===== src/rtl/cpu_bus_pkg.sv =====
// Shared types and widths for the CPU load/store bus responder.
package cpu_bus_pkg;

  localparam int unsigned CPU_DATA_W = 16;
  localparam int unsigned CPU_ADDR_W = 16;
  localparam int unsigned CPU_BE_W   = 2;
  localparam int unsigned CPU_WS_W   = 4;

  typedef enum logic [1:0] {
    ST_IDLE = 2'd0,
    ST_WAIT = 2'd1,
    ST_RESP = 2'd2
  } state_e;

endpackage


===== src/rtl/cpu_mem_array.sv =====
// Word RAM with synchronous byte-masked write and synchronous registered read; no reset.
module cpu_mem_array
  import cpu_bus_pkg::*;
#(
  parameter int unsigned DEPTH  = 256,
  parameter int unsigned IDX_W  = 8,
  parameter int unsigned DATA_W = CPU_DATA_W
) (
  input  logic              clk,
  input  logic              en,
  input  logic              we,
  input  logic [1:0]        be,
  input  logic [IDX_W-1:0]  addr,
  input  logic [DATA_W-1:0] wdata,
  output logic [DATA_W-1:0] rdata
);

  logic [DATA_W-1:0] mem_q [DEPTH];
  logic [DATA_W-1:0] rdata_q;

  // Read register only updates on reads, so it holds across writes.
  always_ff @(posedge clk) begin
    if (en && we) begin
      for (int b = 0; b < int'(CPU_BE_W); b++) begin
        if (be[b]) mem_q[addr][b*8 +: 8] <= wdata[b*8 +: 8];
      end
    end
    if (en && !we) rdata_q <= mem_q[addr];
  end

  assign rdata = rdata_q;

endmodule


===== src/rtl/cpu_mem_responder.sv =====
// Memory-side responder for the CPU load/store bus: latches one request, waits, then pulses ready.
module cpu_mem_responder
  import cpu_bus_pkg::*;
#(
  parameter int unsigned ADDR_W      = CPU_ADDR_W,
  parameter int unsigned DATA_W      = CPU_DATA_W,
  parameter int unsigned DEPTH       = 256,
  parameter int unsigned WAIT_STATES = 1
) (
  input  logic              clk,
  input  logic              rst_n,
  input  logic              req,
  input  logic              we,
  input  logic [1:0]        be,
  input  logic [ADDR_W-1:0] addr,
  input  logic [DATA_W-1:0] wdata,
  output logic              ready,
  output logic [DATA_W-1:0] rdata,
  output logic              err
);

  localparam int unsigned IDX_W = (DEPTH > 1) ? $clog2(DEPTH) : 1;

  state_e                state_q, state_d;
  logic [CPU_WS_W-1:0]   cnt_q, cnt_d;
  logic                  op_we_q, op_we_d;
  logic [1:0]            op_be_q, op_be_d;
  logic [IDX_W-1:0]      op_idx_q, op_idx_d;
  logic [DATA_W-1:0]     op_wdata_q, op_wdata_d;
  logic                  oor_q, oor_d;
  logic                  ready_q, ready_d;
  logic                  err_q, err_d;
  logic                  rvalid_q, rvalid_d;

  logic                  in_oor_c;
  logic                  go_resp_c;
  logic                  cur_we_c;
  logic [1:0]            cur_be_c;
  logic [IDX_W-1:0]      cur_idx_c;
  logic [DATA_W-1:0]     cur_wdata_c;
  logic                  cur_oor_c;
  logic                  mem_en_c;
  logic [DATA_W-1:0]     mem_rdata;

  assign in_oor_c = (33'(addr) >= 33'(DEPTH));

  always_comb begin
    state_d     = state_q;
    cnt_d       = cnt_q;
    op_we_d     = op_we_q;
    op_be_d     = op_be_q;
    op_idx_d    = op_idx_q;
    op_wdata_d  = op_wdata_q;
    oor_d       = oor_q;
    ready_d     = 1'b0;
    err_d       = 1'b0;
    rvalid_d    = rvalid_q;
    go_resp_c   = 1'b0;
    cur_we_c    = op_we_q;
    cur_be_c    = op_be_q;
    cur_idx_c   = op_idx_q;
    cur_wdata_c = op_wdata_q;
    cur_oor_c   = oor_q;

    unique case (state_q)
      ST_IDLE: begin
        // Live operands feed the RAM directly when there are no wait states.
        cur_we_c    = we;
        cur_be_c    = be;
        cur_idx_c   = addr[IDX_W-1:0];
        cur_wdata_c = wdata;
        cur_oor_c   = in_oor_c;
        if (req) begin
          op_we_d    = we;
          op_be_d    = be;
          op_idx_d   = addr[IDX_W-1:0];
          op_wdata_d = wdata;
          oor_d      = in_oor_c;
          if (WAIT_STATES == 0) begin
            state_d   = ST_RESP;
            go_resp_c = 1'b1;
          end else begin
            state_d = ST_WAIT;
            cnt_d   = CPU_WS_W'(WAIT_STATES);
          end
        end
      end
      ST_WAIT: begin
        if (cnt_q <= CPU_WS_W'(1)) begin
          state_d   = ST_RESP;
          cnt_d     = '0;
          go_resp_c = 1'b1;
        end else begin
          cnt_d = cnt_q - CPU_WS_W'(1);
        end
      end
      ST_RESP: state_d = ST_IDLE;
      default: state_d = ST_IDLE;
    endcase

    if (go_resp_c) begin
      ready_d = 1'b1;
      err_d   = cur_oor_c;
      if (!cur_we_c) rvalid_d = !cur_oor_c;
    end
  end

  // Gate with reset so nothing commits while reset is held.
  assign mem_en_c = go_resp_c && !cur_oor_c && rst_n;

  always_ff @(posedge clk or negedge rst_n) begin
    if (!rst_n) begin
      state_q    <= ST_IDLE;
      cnt_q      <= '0;
      op_we_q    <= 1'b0;
      op_be_q    <= '0;
      op_idx_q   <= '0;
      op_wdata_q <= '0;
      oor_q      <= 1'b0;
      ready_q    <= 1'b0;
      err_q      <= 1'b0;
      rvalid_q   <= 1'b0;
    end else begin
      state_q    <= state_d;
      cnt_q      <= cnt_d;
      op_we_q    <= op_we_d;
      op_be_q    <= op_be_d;
      op_idx_q   <= op_idx_d;
      op_wdata_q <= op_wdata_d;
      oor_q      <= oor_d;
      ready_q    <= ready_d;
      err_q      <= err_d;
      rvalid_q   <= rvalid_d;
    end
  end

  cpu_mem_array #(
    .DEPTH  (DEPTH),
    .IDX_W  (IDX_W),
    .DATA_W (DATA_W)
  ) u_mem (
    .clk   (clk),
    .en    (mem_en_c),
    .we    (cur_we_c),
    .be    (cur_be_c),
    .addr  (cur_idx_c),
    .wdata (cur_wdata_c),
    .rdata (mem_rdata)
  );

  // rdata reads as zero until an in-range read lands, and after an out-of-range read.
  assign ready = ready_q;
  assign err   = err_q;
  assign rdata = rvalid_q ? mem_rdata : '0;

endmodule


===== config.mk =====
export PLATFORM = sky130hd
export DESIGN_NAME = cpu_mem_responder
export DESIGN_NICKNAME = d
export VERILOG_FILES = /design/src/rtl/cpu_bus_pkg.sv /design/src/rtl/cpu_mem_array.sv /design/src/rtl/cpu_mem_responder.sv
export SDC_FILE = /design/constraint.sdc
export NUM_CORES = 2
export LEC_CHECK = 0
export BUFFER_PORTS_ARGS = -buffer_cell sky130_fd_sc_hd__buf_4
export CAP_MARGIN = 20
export CELL_PAD_IN_SITES_DETAIL_PLACEMENT = 0
export CELL_PAD_IN_SITES_GLOBAL_PLACEMENT = 1
export CORE_MARGIN = 2
export CORE_UTILIZATION = 60
export CTS_CLUSTER_DIAMETER = 200
export DETAILED_ROUTE_END_ITERATION = 12
export PLACE_DENSITY = 0.93
export SLEW_MARGIN = 30
export SYNTH_ARGS = -nofsm -noshare
export SYNTH_HDL_FRONTEND = slang
export SYNTH_HIERARCHICAL = 1
export SYNTH_SLANG_ARGS = --single-unit

===== constraint.sdc =====
create_clock -name clk -period 7.45 [get_ports clk]
set_input_delay 0.745 -clock clk [delete_from_list [all_inputs] [get_ports clk]]
set_output_delay 0.745 -clock clk [all_outputs]
set_load 0.02 [all_outputs]

==> summary.md <==
| Metric | Value |
|---|---|
| Unrepaired setup endpoints after global routing | no |
| Outcome | completed |
| Die X | 518 um |
| Initial Util | 60.4% |
| Sequential share of the synthesized area | 78.5% |
| Synth-to-Final Area Change | 10.7% |
| DR WL/cell | 40.5 um |
| Vias | 83,900 |
| Syn_area_per_cell | 22.1 um2 |
| CTS Buf Count | 378 |
| Inst Count DP | 10,400 |
| Synth Cell Area | 159,000 um2 |
| Initial DRC count | 15,700 |
| Pre-CTS setup slack | 2040 ps |
| GP Congestion | 0.828 |
| Initial DRT Pass Iterations | 8 |
| Met3 wire length | 56,800 um |
| Post-synthesis cell count | 7,182 |
| Reg2reg path depth | 9 |
| Hold path start | addr[4] |
| Layout Utilization | 66.8% |
| Fill count | 14,500 |
| Crit Reg-Reg Endpoint | u_mem/rdata[14] |
| P per Cell Area | 414 nW/um2 |
| Io pins | 56 |
| Proportion of netlist area held by the largest area contributor | 77.9% |
| Register bit total from synthesis | 4,149 |
| Finish-stage setup viols | 0 |
| Worst slew pin tran | 1150 ps |
| Fin crit share | 77.4% |
| H-tree levels | 5 |
| Share of cells above drive strength 1 | 24.3% |
| # port buffers | 55 |
| Pwr Total | 72.7 mW |
| Pin count of the biggest net entering global routing | 205 |
| Fmax | 0.173 GHz |
| R2r setup slk | 1680 ps |
| Commonest non-fill, non-tap cell in the layout | edfxtp_1 |
| Detailed-placement wirelength estimate | 209,000 um |
| Reg power frac | 40.9% |
| Layout Cells excl Fill | 11,100 |
| Met2 WL post-DR | 223,000 um |
| Hold Violations, Final | 0 |
| Final wirelength | 450,000 um |
| Period minus WS final | 5770 ps |
| Peak supply drop | 0.000509 V |
| First-pass GRT wire length | 636,000 um |
| Vias in the first global route | 84,300 |
| Nets | 7,318 |
| Die H | 518 um |
| Reg clk slew, reported paths | 70 ps |
| Total global routing overflow | 0 |
| RR Startpoint | state_q[0] |
| Clk_lat worst skew | 950 ps |
| Commonest non-fill, non-tap cells in the layout | 4,112 x edfxtp_1, 1,024 x mux4_2, 519 x nor2_1 |
| CP Launch Point | state_q[0] |
| Crit path launch type | flop |
| Leakage | 53.2 nW |
| Fin area | 175,000 um2 |
| Worst hold path class | primary input to flop |
| Hold_ws | 75.7 ps |
| Yosys top cell by area | edfxtp_1 |
| Crit Path Class | flop to flop |
| Hold Path End | op_idx_q[4] |
| Syn. warnings | 6 |
| Ranking of synthesized cells by area | edfxtp_1 78%, mux4_2 15%, a22oi_1 2.4% |
| Max_slew headroom | 23.4% |
| Netlist cell types | 40 |
| Gate power share | 32.0% |
| Worst Path Max Fanout | 83 |
| Slew Viols, Final | 0 |
| Clk_skew | 53.1 ps |
| Vias per cell | 7.54 |
| Clock Tree Buf Depth | 4 |
| Die ar. | 268,000 um2 |
| Post-CTS setup repair buffer count | 0 |
| TritonCTS clock tree | yes |
| Type of destination of the critical path | flop |
| Sinks on Clock Net | 4,149 |
| Required time worst endpoint | 8040 ps |
| Antenna viol nets, final | 0 |
| DR DRC count | 0 |
| Syn nets | 7,222 |
| Row count | 188 |
| Fin worst setup slack | 1680 ps |
| Core area | 263,000 um2 |
| Antenna violations before repair | 18 |
| Sw Pwr | 24.7 mW |
| Sw frac | 34.0% |
| Setup TNS | 0 ps |
| Max Cap Viol | 0 |
| WL met1 | 135,000 um |
| Clk pwr share | 27.1% |
| Area of placed instances | 163,000 um2 |
| Worst Hold Depth | 2 |
| Highest routed layer | met5 |
| Root Driver | clkbuf_16 |
| CP Data Arrival Time | 6360 ps |
| Total track usage | 33.2% |
| P_int | 48.0 mW |
[power by group through the flow]
stage               Combinational (mW)  Clock (mW)  Sequential [mW]
floorplan                         13.6           0             30.6
global route                      23.7        20.4             29.7
global placement                  20.8           0             30.2
finish                            23.3        19.7             29.8
CTS                               22.5        19.7             29.7
detailed placement                21.6           0             30.2
[flip-flops by register name, summed over array words and instances, names as in the netlist]
| register | cells |
|---|---|
| op_be_q | 2 |
| ready | 1 |
| op_idx_q | 8 |
| state_q | 2 |
| op_wdata_q | 16 |
| oor_q | 1 |
| err | 1 |
| cnt_q | 4 |
| u_mem/mem_q | 4096 |
| u_mem/rdata | 16 |
| op_we_q | 1 |
| rvalid_q | 1 |
[Yosys cell counts (all sizes together)]
master / n
edfxtp: 4112
mux4: 1024
nor2: 527
a22oi: 512
clkbuf: 308
a21oi: 256
buf: 161
o41ai: 64
mux2: 54
nand2: 48
dfrtp: 37
and2: 19
nand4: 16
nor2b: 7
nand3: 6
nand2b: 5
inv: 4
nor4: 4
o21ai: 4
ha: 2
a22o: 1
a31oi: 1
and3b: 1
mux2i: 1
nor3: 1
nor3b: 1
nor4b: 1
o21bai: 1
o311ai: 1
o31ai: 1
or2: 1
xnor2: 1
[metal layers]
metal | vias up | GRT usage (%)
li1 | 30600 | -
met1 | 42700 | 40.8
met2 | 8620 | 54.2
met3 | 1924 | 7.51
met4 | 12 | 20.8
met5 | - | 0
[cell families after synthesis]
group / count (synthesis) / synth area share (%)
AO/OA/AOI/OAI: 841 / 3.62
XOR/XNOR: 1 / 0.00552
adder cells (fa/ha/maj): 2 / 0.0158
buffers and inverters: 473 / 1.35
flip-flops: 4149 / 78.5
multiplexers: 1079 / 14.9
AND/OR/NAND/NOR: 637 / 1.62
[worst max-delay path by stage]
stage,endpoint,slack [ps],cells past startpoint
3_3_place_gp,u_mem/rdata[14],1670,9
2_1_floorplan,u_mem/mem_q[103][0],4160,10
5_1_grt,u_mem/rdata[14],1660,9
4_1_cts,u_mem/rdata[4],1590,10
3_5_place_dp,u_mem/rdata[12],2040,10
6_report,u_mem/rdata[14],1680,9
[final cells by class]
type                            instances  area [um2]  share of cell area (%)
Antenna cell                           27        67.6                  0.0385
Clock buffer                          464        9990                    5.70
Clock inverter                        215        1970                    1.12
Inverter                                4        15.0                 0.00856
Multi-Input combinational cell       2560       32700                    18.6
Sequential cell                      4149      124000                    70.9
Tap cell                             3515        4400                    2.51
Timing Repair Buffer                  185        1930                    1.10
[critical path, cell delays in order (launching register included)]
cell,delay (ps)
dfrtp_1,500
nor2_4,450
mux2_8,820
buf_4,520
buf_4,780
mux4_2,470
a22oi_1,440
a21oi_1,220
o41ai_2,850
nand4_1,260
[repair_timing]
item                                   in CTS  in global routing
hold buffers                                1                  0
resized for setup                           0                  0
endpoints found under the hold margin      37                  0
(Power assumes the default switching activity.)
